<file path="src/rtl/sqrt_pkg.sv">
`default_nettype none
// +--------------------------------------------------------------------------+
// | Package : sqrt_pkg                                                       |
// | Shared types and constants for the square-root result display slice:     |
// | FSM state encoding, display slot / conversion counts and the 7-segment   |
// | code table with its decode helper.                                       |
// | Revision: 1.0 - initial release                                          |
// +--------------------------------------------------------------------------+
package sqrt_pkg;

   typedef enum logic [1:0] {
      IDLE      = 2'd0,
      CONV_ROOT = 2'd1,
      CONV_REM  = 2'd2,
      SHOW      = 2'd3
   } state_t;

   localparam int NUM_SLOTS = 5;
   localparam int BCD_ITERS = 5;

   // Segment codes, bit order {g,f,e,d,c,b,a}, active high.
   localparam logic [6:0] SEG_CODES [10] = '{
      7'h3F, 7'h06, 7'h5B, 7'h4F, 7'h66,
      7'h6D, 7'h7D, 7'h07, 7'h7F, 7'h6F
   };

   // Non-decimal nibbles cannot occur for legal operands; blank them anyway.
   function automatic logic [6:0] seg_decode(input logic [3:0] digit);
      if (digit <= 4'd9) begin
         return SEG_CODES[digit];
      end
      return 7'h00;
   endfunction

endpackage
`default_nettype wire

</file>
<file path="src/rtl/sqrt_result_display_if.sv">
`default_nettype none
// +--------------------------------------------------------------------------+
// | Interface : sqrt_result_display_if                                       |
// | Valid/ready result channel from the square-root core.                    |
// |   in_valid : result valid (source -> sink)                               |
// |   in_ready : sink can accept a result (sink -> source)                   |
// |   in_root  : square root 0..15                                           |
// |   in_rem   : remainder 0..31                                             |
// | Revision: 1.0 - initial release                                          |
// +--------------------------------------------------------------------------+
interface sqrt_result_display_if;
   logic       in_valid;
   logic       in_ready;
   logic [3:0] in_root;
   logic [4:0] in_rem;

   modport master (
      output in_valid,
      output in_root,
      output in_rem,
      input  in_ready
   );

   modport slave (
      input  in_valid,
      input  in_root,
      input  in_rem,
      output in_ready
   );
endinterface
`default_nettype wire

</file>
<file path="src/rtl/bin2bcd_seq.sv">
`default_nettype none
// +--------------------------------------------------------------------------+
// | Module : bin2bcd_seq                                                     |
// | Sequential double-dabble: 5-bit binary to two BCD digits, one            |
// | add-3/shift iteration per clock.                                         |
// |   clk, rst_n : clock, synchronous active-low reset                       |
// |   start_i    : load bin_i; iterations run on the following 5 edges       |
// |   bin_i      : binary operand                                            |
// |   bcd_o      : {tens, units}, valid while done_o is high                 |
// |   done_o     : high in the cycle whose closing edge completes the result |
// | Revision: 1.0 - initial release                                          |
// +--------------------------------------------------------------------------+
module bin2bcd_seq
   import sqrt_pkg::*;
(
   input  wire        clk,
   input  wire        rst_n,
   input  wire        start_i,
   input  wire  [4:0] bin_i,
   output logic [7:0] bcd_o,
   output logic       done_o
);

   localparam logic [2:0] ITER_LAST = 3'(BCD_ITERS - 1);

   // {tens[12:9], units[8:5], binary[4:0]}
   logic [12:0] sh_q;
   logic [2:0]  cnt_q;
   logic        active_q;
   logic [12:0] adj;
   logic [12:0] nxt;

   always_comb begin
      adj = sh_q;
      if (sh_q[8:5] >= 4'd5) begin
         adj[8:5] = sh_q[8:5] + 4'd3;
      end
      if (sh_q[12:9] >= 4'd5) begin
         adj[12:9] = sh_q[12:9] + 4'd3;
      end
      nxt = adj << 1;
   end

   // The result is taken straight from the final iteration so the consumer
   // latches it on the same edge the iteration completes.
   assign bcd_o  = nxt[12:5];
   assign done_o = active_q && (cnt_q == ITER_LAST);

   always_ff @(posedge clk) begin
      if (!rst_n) begin
         sh_q     <= '0;
         cnt_q    <= '0;
         active_q <= 1'b0;
      end else if (start_i) begin
         sh_q     <= {8'd0, bin_i};
         cnt_q    <= '0;
         active_q <= 1'b1;
      end else if (active_q) begin
         sh_q  <= nxt;
         cnt_q <= cnt_q + 3'd1;
         if (cnt_q == ITER_LAST) begin
            active_q <= 1'b0;
         end
      end
   end

endmodule
`default_nettype wire

</file>
<file path="src/rtl/sqrt_result_display.sv">
`default_nettype none
// +--------------------------------------------------------------------------+
// | Module : sqrt_result_display                                             |
// | Accepts {root, remainder} results, converts them to BCD and cycles the   |
// | 7-segment display through root tens/units, remainder tens/units (with    |
// | decimal point) and a blank separator, each held HOLD_CYCLES clocks.      |
// |   clk, rst_n : clock, synchronous active-low reset                       |
// |   in_if      : result channel (slave side)                               |
// |   seg        : segments {g,f,e,d,c,b,a}, active high                     |
// |   dp         : decimal point, marks remainder digits                     |
// |   digit_sel  : current display slot 0..4                                 |
// |   busy       : conversion in progress                                    |
// | Revision: 1.0 - initial release                                          |
// +--------------------------------------------------------------------------+
module sqrt_result_display
   import sqrt_pkg::*;
#(
   parameter int HOLD_CYCLES = 1024
) (
   input  wire                        clk,
   input  wire                        rst_n,
   sqrt_result_display_if.slave       in_if,
   output logic [6:0]                 seg,
   output logic                       dp,
   output logic [2:0]                 digit_sel,
   output logic                       busy
);

   localparam logic [15:0] HOLD_LAST = 16'(HOLD_CYCLES - 1);
   localparam logic [2:0]  SLOT_LAST = 3'(NUM_SLOTS - 1);

   state_t      state_q, state_d;
   logic [4:0]  rem_q, rem_d;
   logic [7:0]  root_bcd_q, root_bcd_d;
   logic [7:0]  rem_bcd_q, rem_bcd_d;
   logic [15:0] hold_q, hold_d;
   logic [2:0]  slot_q, slot_d;
   logic        ready_q, ready_d;
   logic        busy_q, busy_d;
   logic [6:0]  seg_q, seg_d;
   logic        dp_q, dp_d;
   logic [2:0]  sel_q, sel_d;

   logic        xfer;
   logic        bcd_start;
   logic [4:0]  bcd_bin;
   logic [7:0]  bcd_res;
   logic        bcd_done;

   bin2bcd_seq u_bin2bcd (
      .clk     (clk),
      .rst_n   (rst_n),
      .start_i (bcd_start),
      .bin_i   (bcd_bin),
      .bcd_o   (bcd_res),
      .done_o  (bcd_done)
   );

   assign xfer = in_if.in_valid && ready_q;

   always_comb begin
      state_d    = state_q;
      rem_d      = rem_q;
      root_bcd_d = root_bcd_q;
      rem_bcd_d  = rem_bcd_q;
      hold_d     = hold_q;
      slot_d     = slot_q;
      bcd_start  = 1'b0;
      bcd_bin    = rem_q;

      case (state_q)
         IDLE, SHOW: begin
            if (xfer) begin
               // The root goes straight into the converter; only the
               // remainder needs holding until the second pass.
               state_d   = CONV_ROOT;
               rem_d     = in_if.in_rem;
               bcd_start = 1'b1;
               bcd_bin   = {1'b0, in_if.in_root};
            end else if (state_q == SHOW) begin
               if (hold_q == HOLD_LAST) begin
                  hold_d = '0;
                  slot_d = (slot_q == SLOT_LAST) ? 3'd0 : slot_q + 3'd1;
               end else begin
                  hold_d = hold_q + 16'd1;
               end
            end
         end
         CONV_ROOT: begin
            if (bcd_done) begin
               root_bcd_d = bcd_res;
               state_d    = CONV_REM;
               bcd_start  = 1'b1;
            end
         end
         CONV_REM: begin
            if (bcd_done) begin
               rem_bcd_d = bcd_res;
               state_d   = SHOW;
               hold_d    = '0;
               slot_d    = '0;
            end
         end
         default: state_d = IDLE;
      endcase

      // Outputs are decoded from next-state values so every display output
      // is a plain register and the first slot appears on the SHOW entry edge.
      ready_d = (state_d == IDLE) || (state_d == SHOW);
      busy_d  = !ready_d;
      seg_d   = 7'h00;
      dp_d    = 1'b0;
      sel_d   = 3'd0;
      if (state_d == SHOW) begin
         sel_d = slot_d;
         case (slot_d)
            3'd0: seg_d = seg_decode(root_bcd_d[7:4]);
            3'd1: seg_d = seg_decode(root_bcd_d[3:0]);
            3'd2: begin
               seg_d = seg_decode(rem_bcd_d[7:4]);
               dp_d  = 1'b1;
            end
            3'd3: begin
               seg_d = seg_decode(rem_bcd_d[3:0]);
               dp_d  = 1'b1;
            end
            default: seg_d = 7'h00;
         endcase
      end
   end

   always_ff @(posedge clk) begin
      if (!rst_n) begin
         state_q    <= IDLE;
         rem_q      <= '0;
         root_bcd_q <= '0;
         rem_bcd_q  <= '0;
         hold_q     <= '0;
         slot_q     <= '0;
         ready_q    <= 1'b1;
         busy_q     <= 1'b0;
         seg_q      <= '0;
         dp_q       <= 1'b0;
         sel_q      <= '0;
      end else begin
         state_q    <= state_d;
         rem_q      <= rem_d;
         root_bcd_q <= root_bcd_d;
         rem_bcd_q  <= rem_bcd_d;
         hold_q     <= hold_d;
         slot_q     <= slot_d;
         ready_q    <= ready_d;
         busy_q     <= busy_d;
         seg_q      <= seg_d;
         dp_q       <= dp_d;
         sel_q      <= sel_d;
      end
   end

   assign in_if.in_ready = ready_q;
   assign busy           = busy_q;
   assign seg            = seg_q;
   assign dp             = dp_q;
   assign digit_sel      = sel_q;

endmodule
`default_nettype wire

</file>
<file path="src/flat_wrapper.sv">
// flat-port wrapper written by rule: the top's interface ports become plain ports
module sqrt_result_display_flat import sqrt_pkg::*;
#(
   parameter int HOLD_CYCLES = 1024
)
  (clk, rst_n, seg, dp, digit_sel, busy, in_if_in_valid, in_if_in_root, in_if_in_rem, in_if_in_ready);
  sqrt_result_display_if in_if_i ();
  input  wire clk;
  input  wire rst_n;
  output logic [6:0] seg;
  output logic dp;
  output logic [2:0] digit_sel;
  output logic busy;
  input wire logic [$bits(in_if_i.in_valid)-1:0] in_if_in_valid;
  input wire logic [$bits(in_if_i.in_root)-1:0] in_if_in_root;
  input wire logic [$bits(in_if_i.in_rem)-1:0] in_if_in_rem;
  output wire logic [$bits(in_if_i.in_ready)-1:0] in_if_in_ready;
  assign in_if_i.in_valid = in_if_in_valid;
  assign in_if_i.in_root = in_if_in_root;
  assign in_if_i.in_rem = in_if_in_rem;
  assign in_if_in_ready = in_if_i.in_ready;
  sqrt_result_display #(.HOLD_CYCLES(HOLD_CYCLES)) u_core (.clk(clk), .rst_n(rst_n), .in_if(in_if_i), .seg(seg), .dp(dp), .digit_sel(digit_sel), .busy(busy));
endmodule
</file>
<file path="config.mk">
export PLATFORM = sky130hd
export DESIGN_NAME = sqrt_result_display_flat
export DESIGN_NICKNAME = d
export VERILOG_FILES = /design/src/rtl/sqrt_pkg.sv /design/src/rtl/sqrt_result_display_if.sv /design/src/rtl/bin2bcd_seq.sv /design/src/rtl/sqrt_result_display.sv /design/src/flat_wrapper.sv
export SDC_FILE = /design/constraint.sdc
export NUM_CORES = 1
export LEC_CHECK = 0
export BUFFER_PORTS_ARGS = -buffer_cell sky130_fd_sc_hd__buf_4
export CORE_MARGIN = 2
export CORE_UTILIZATION = 40
export DETAILED_ROUTE_END_ITERATION = 8
export GPL_TIMING_DRIVEN = 0
export HOLD_SLACK_MARGIN = 0.03
export SETUP_SLACK_MARGIN = 0.02
export SYNTH_ARGS = -nofsm -noshare
export SYNTH_HDL_FRONTEND = slang
export SYNTH_SLANG_ARGS = --single-unit
</file>
<file path="constraint.sdc">
create_clock -name clk -period 5.77 [get_ports clk]
set_input_delay 1.154 -clock clk [delete_from_list [all_inputs] [get_ports clk]]
set_output_delay 1.154 -clock clk [all_outputs]
set_load 0.02 [all_outputs]
</file>
## Word level (Yosys, flattened, before mapping)

Memories as Yosys holds them, arrays and structs flattened.
Index checks and enable logic that the tools add are counted.

- Register bits: 72
- Output and inout bits: 13
- Bits in read-only memories: 448
- Bits of input ports: 12
- Memories: 4
- Logic and storage cells: 128

Memories:

| name | depth | bits a word | rd ports | clocked after memory_dff | wr ports | line | text |
|---|---|---|---|---|---|---|---|
| (name not given) | 16 | 7 | 1 | 0 | 0 | sqrt_pkg.sv:30 | `return SEG_CODES[digit];` |
| (name not given) | 16 | 7 | 1 | 0 | 0 | sqrt_pkg.sv:30 |  |
| (name not given) | 16 | 7 | 1 | 0 | 0 | sqrt_pkg.sv:30 |  |
| (name not given) | 16 | 7 | 1 | 0 | 0 | sqrt_pkg.sv:30 |  |

- Muxes and demuxes: 61
- Order comparisons: 10
- Equal/unequal tests: 13
- Add/subtract/negate cells: 5
- Reduce and logical (&&, ||, !) cells: 15
- Bitwise operators: 5

Operators with widths:

| kind | count |
|---|---|
| 7-bit two-way mux | 16 |
| 16-bit two-way mux | 4 |
| 8-bit two-way mux | 4 |
| 16-bit one-hot mux with 2 select lines | 1 |
| 7-bit one-hot mux with 4 select lines | 1 |
| 5-bit greater-or-equal comparator (second input constant) | 4 |
| 5-bit two-way mux | 4 |
| 4-bit inverter with 5-bit output | 4 |
| 1-bit two-way mux | 18 |
| 3-bit two-way mux | 6 |
| 16-bit by 1-bit adder with 16-bit output (second input constant) | 1 |
| 16-bit by 10-bit equality test with 1-bit output (second input constant) | 1 |
| 4-bit less-or-equal comparator (second input constant) | 4 |
| 4-bit by 3-bit greater-or-equal comparator with 1-bit output (second input constant) | 2 |
| 3-bit by 1-bit adder with 3-bit output (second input constant) | 2 |
| 2-bit equality test (second input constant) | 3 |
| 3-bit by 2-bit equality test with 1-bit output (second input constant) | 2 |
| 3-bit equality test (second input constant) | 2 |
| 2-bit two-way mux | 3 |
| 2-bit one-hot mux with 3 select lines | 1 |
| 3-bit one-hot mux with 2 select lines | 1 |
| 2-bit OR reduction | 3 |
| 4-bit by 2-bit adder with 4-bit output (second input constant) | 1 |
| 2-bit zero test | 2 |
| other kinds (15) | 19 |

## Depth between registers and ports, before layout

- Depth in word-level cells: 11
- Mapped depth: 15
- Depth with buffers taken out: 14

## By module

Synthesis repeated with hierarchy kept, for this count alone.

- Cell total of the unflattened synthesis: 530
- Area total of the unflattened synthesis: 4,500.6 sq um

Modules (own cells, without submodules):

| module | cells each | seq. area each (sq um) | instances | area an instance (sq um) |
|---|---|---|---|---|
| sqrt_result_display | 410 | 1,101.1 | 1 | 3,507.1 |
| bin2bcd_seq | 120 | 340.3 | 1 | 993.5 |

## Worst setup path after synthesis

OpenSTA, ideal clock, no wires.

- Path type: input -> register
- From: in in_if_in_valid
- To: reg u_core.seg_q[3], in the netlist u_core.seg[3]
- Stages: 8
- Buffers on the path: 1
- Data required time: 5,689 ps
- Data arrival time: 2,816 ps
- Setup time: 81 ps
- Slack: 2,873 ps
- Cell sequence: a21boi_0 -> o2111a_1 -> a211oi_1 -> a31oi_1 -> buf_2 -> nor4b_2 -> o21ai_0 -> a41oi_1

- Longest elaborated chain between the ends: 5
- Elaborated cells between the ends (all ways): 12
- Those cells by class: eq/ne: 4; mux: 5; reduce/logical: 3

Ends and longest elaborated chain:

| what | line | text |
|---|---|---|
| start: declaration | flat_wrapper.sv:14 | `input wire logic [$bits(in_if_i.in_valid)-1:0] in_if_in_valid;` |
| 1-bit logical AND * | sqrt_result_display.sv:59 | `assign xfer = in_if.in_valid && ready_q;` |
| 3-bit two-way mux or 2-bit two-way mux (tied branches) | sqrt_result_display.sv:73 | `if (xfer) begin` |
| 3-bit one-hot mux with 2 select lines or 2-bit one-hot mux with 3 select lines (tied branches) | sqrt_result_display.sv:71 | `case (state_q)` |
| 3-bit by 2-bit equality test with 1-bit output (tied with other cells) | n/a |  |
| 7-bit one-hot mux with 4 select lines or 2-bit AND reduction (tied branches) | n/a |  |
| end signal: assignment | sqrt_result_display.sv:154 | `seg_q <= seg_d;` |
| end: declaration | sqrt_result_display.sv:40 | `logic [6:0] seg_q, seg_d;` |

Every way passes the cells marked *; elsewhere a longest branch is shown, timed or not.
A chain may end at the register's enable or synchronous reset.

## Worst setup path after layout

- From: reg u_core.state_q[1]
- To: reg u_core.seg_q[2], in the netlist u_core.seg[2]

- Longest elaborated chain between the ends: 9
- Elaborated cells between the ends (all ways): 61
- Those cells by class: order compare: 4; eq/ne: 7; mux: 38; bitwise: 4; reduce/logical: 4; memory: 4

Ends and longest elaborated chain:

| what | line | text |
|---|---|---|
| start: declaration | sqrt_result_display.sv:32 | `state_t state_q, state_d;` |
| start signal: assignment | sqrt_result_display.sv:146 | `state_q <= state_d;` |
| 2-bit by 1-bit equality test with 1-bit output * | sqrt_result_display.sv:71 |  |
| 8-bit two-way mux * | sqrt_result_display.sv:71 |  |
| net u_core.root_bcd_d[0] | sqrt_result_display.sv:34 | `logic [7:0] root_bcd_q, root_bcd_d;` |
| 4-bit inverter with 5-bit output (implied by the code) | sqrt_pkg.sv:30 |  |
| memory read 16 x 7 bit | n/a |  |
| 7-bit two-way mux (implied by the code) (2 in series) | sqrt_pkg.sv:30 |  |
| 7-bit two-way mux | sqrt_pkg.sv:29 | `if (digit <= 4'd9) begin` |
| 7-bit two-way mux * | sqrt_pkg.sv:32 | `return 7'h00;` |
| 7-bit one-hot mux with 4 select lines * | sqrt_result_display.sv:116 | `case (slot_d)` |

The timed path passes the listed nets; every way through them passes the cells marked *. The select of a mux whose other input is x is not followed.

==> impl_metrics.json <==
{
  "r2r_start": "u_core.state_q[1]$_SDFF_PN0_",
  "dr_total_vias": 3785,
  "synth_area_leader_cell": "dfxtp_1",
  "crit_path_end_kind": "flip-flop",
  "synth-compound-area-share_pct": 19.8,
  "syn_inst": 528,
  "wl_per_cell_um": 14.6,
  "cts-hold-fix-buffers": 0,
  "seqCellArea_um2": 1440,
  "seqPwrFrac_pct": 49.6,
  "synthArstFlopShare_pct": 0,
  "multi_input_comb_area_um2": 2740,
  "yosys.cell_count.top_type": "dfxtp_1",
  "leakage_uw": 0.00205,
  "intPower_uw": 768,
  "gr-total-overflow": 0,
  "syn_to_final_growth_pct": 12.4,
  "clockRootBuffer": "clkbuf_8",
  "grt_usage_pct": 18.8,
  "p_switching_uw": 294,
  "clk_latency_ns": 0.36,
  "maxCapViolCount": 0,
  "drive_above_1_share_pct": 13.2,
  "slew_violations": 0,
  "wirelength_um": 10400,
  "status": "finished clean",
  "whs_path_depth": 2,
  "synth_top_area_share_pct": 32.8,
  "cts_resized": 0,
  "max_clock_freq_mhz": 297,
  "antenna_left": 0,
  "nets": 612,
  "post-route-util_pct": 45.8,
  "grt_pass1_wl_um": 17600,
  "grt_max_degree": 13,
  "startpoint": "u_core.state_q[1]$_SDFF_PN0_",
  "antenna_found_initial": 0,
  "syn_avg_cell_area_um2": 8.32,
  "cts_tree": "done",
  "numCtsBuffers": 9,
  "hpwl_um": 7690,
  "grt_pass1_vias": 3610,
  "num_rows": 38,
  "syn-cell-area_um2": 4400,
  "final.setup.tns_ns": 0,
  "rsz0062_at_grt": "no",
  "irDropWorstVdd_mv": 0.106,
  "worst_slew_pin_slew_ns": 0.805,
  "power_frac_comb_pct": 11.6,
  "crit_path_start_kind": "flip-flop",
  "swShare_pct": 27.7,
  "min_to": "u_core.rem_q[0]$_SDFFE_PN0P_",
  "die_h_um": 109,
  "synth_simple_gate_area_share_pct": 25.3,
  "synth_commonest_cells": "72 x dfxtp_1, 63 x nand2_1, 56 x nor2_1, 38 x ha_1",
  "routabilityCongestion": 0.826,
  "p_per_area_nw_per_um2": 215,
  "yosys-top-cells-area": "dfxtp_1 33%, ha_1 11%, nand2_1 5.4%",
  "hold_start": "u_core.rem_q[0]$_SDFFE_PN0P_",
  "synth_top_family_by_area": "simple AND/OR/NAND/NOR gates",
  "drtPass1Iterations": 4,
  "path_class": "flip-flop to flip-flop",
  "fin_crit_sh_pct": 58.4,
  "synth_mux_area_share_pct": 3.90,
  "viasPerCell": 5.35,
  "nFillCells": 1072,
  "antennaDiodeCount": 0,
  "min_period_ns": 3.37,
  "finClkSkew_ns": 0.00960,
  "synth_xor_area_share_pct": 2.59,
  "r2r_slack_ns": 2.40,
  "cts.sinks": 72,
  "required_ns": 6.00,
  "regToRegEndpoint": "u_core.seg[2]$_SDFF_PN0_",
  "cp_max_fo": 10,
  "drc": 0,
  "hold_class": "flip-flop to flip-flop",
  "place.port_buffers": 23,
  "die_w_um": 109,
  "cts_htree_levels": 3,
  "clock_power_share_pct": 38.8,
  "fin_cells": 707,
  "rr_worst_depth": 13,
  "finalHoldViolCount": 0,
  "relSlewSlack_pct": 46.4,
  "synth_cell_types": 79,
  "clk_pin_slew_ns": 0.08,
  "io_pins": 25,
  "seq_area_frac_synth_pct": 32.8,
  "synth_seq_cells": 72,
  "die_area_um2": 11800,
  "cts_buffer_depth": 2,
  "yosysWarnings": 0,
  "cp.arrival_ns": 3.60,
  "setup_viol": 0,
  "synth-edff-count": 0,
  "ys.flop_type": "dfxtp_1",
  "initial_core_util_pct": 40.7,
  "drt_iter0_drc": 172,
  "dp_cells": 691,
  "syn_nets": 578,
  "synth_fa_ha_area_share_pct": 10.8,
  "post_cts.repair.setup_buffers": 0,
  "core_um2": 10800
}
-- per-stage QoR --
step | cell area (um2) | hold WS [ns] | power, uW | worst slack [ns]
floorplan | 4400 | 0.449 | 623 | 2.87
global placement | 4740 | 0.464 | 657 | 2.26
detailed placement | 4740 | 0.475 | 661 | 2.23
CTS | 4940 | 0.488 | 1070 | 2.37
global route | 4940 | 0.513 | 1110 | 2.13
finish | 4940 | 0.480 | 1060 | 2.40
-- worst max-delay path, cell delays in order (launching register included) --
cell	delay, ns
dfxtp_1	0.42
inv_1	0.09
ha_1	0.17
buf_2	0.18
nand4_2	0.14
buf_2	0.26
mux2i_1	0.62
inv_1	0.19
ha_1	0.23
or2_2	0.30
a21oi_2	0.18
and3b_1	0.20
o21bai_1	0.12
a31oi_1	0.13
-- placed cells by master, fill, tap and decap left out, drive strengths merged, types with 6 or more instances in the layout --
cell,instances
o21ai,24
clkbuf,21
and2,19
inv,29
nor2b,11
nand2,64
a31oi,9
nor2,56
xor2,9
mux2i,16
nand4,6
buf,34
a211oi,8
a21boi,10
ha,38
a21oi,30
and3,9
dfxtp,72
nand3,15
nor3,7
-- worst max-delay path by stage --
stage | end | slack (ns) | cells past startpoint
floorplan | u_core.seg[3]$_SDFF_PN0_ | 2.87 | 8
global placement | u_core.seg[4]$_SDFF_PN0_ | 2.26 | 9
detailed placement | u_core.seg[4]$_SDFF_PN0_ | 2.23 | 9
CTS | u_core.seg[1]$_SDFF_PN0_ | 2.37 | 13
global route | u_core.seg[3]$_SDFF_PN0_ | 2.13 | 12
finish | u_core.seg[2]$_SDFF_PN0_ | 2.40 | 13
-- sequential cells by signal, indices dropped and copies added, names as in the netlist --
signal,cells
u_core.u_bin2bcd.cnt_q,3
u_core.rem_q,5
u_core.state_q,2
u_core.busy,1
u_core.u_bin2bcd.sh_q,13
u_core.rem_bcd_q,8
u_core.dp,1
u_core.hold_q,16
u_core.in_if.in_ready,1
u_core.seg,7
u_core.digit_sel,3
u_core.slot_q,3
u_core.u_bin2bcd.active_q,1
u_core.root_bcd_q,8
-- cell families after synthesis --
| kind of cell | Yosys count |
|---|---|
| and+or+nand+nor | 214 |
| xor gates and xnor gates | 13 |
| AOI/OAI and AO/OA | 123 |
| DFF | 72 |
| buffers and inverters | 51 |
| adders and majority gates | 38 |
| muxes | 17 |
-- metal layers --
metal / part of all wire [%] / GRT usage, % / vias to the layer above / wire length (um)
li1: - / - / 1915 / -
met1: 51 / 26.2 / 1772 / 5330
met2: 43 / 28.9 / 78 / 4460
met3: 3.0 / 2.75 / 20 / 309
met4: 2.4 / 8.24 / 0 / 249
met5: 0 / 0 / - / 0
-- power by group through the flow --
stage / clock network, uW / logic (uW) / registers [uW]
after floorplan: 0 / 85.3 / 538
after global routing: 439 / 138 / 529
after detailed placement: 0 / 123 / 538
after CTS: 416 / 124 / 527
final: 413 / 123 / 527
after global placement: 0 / 120 / 538
-- area by class of cell --
type / instances / area share [%]
flip-flops and latches: 72 / 29.2
repair buffers: 23 / 3.50
clock buffers: 10 / 2.79
inverters: 29 / 2.20
well taps: 140 / 3.55
clock inverters: 6 / 1.19
multi-input cells: 405 / 55.5
plain buffers: 22 / 2.05
Note: power is estimated with default switching activity, not from simulation.
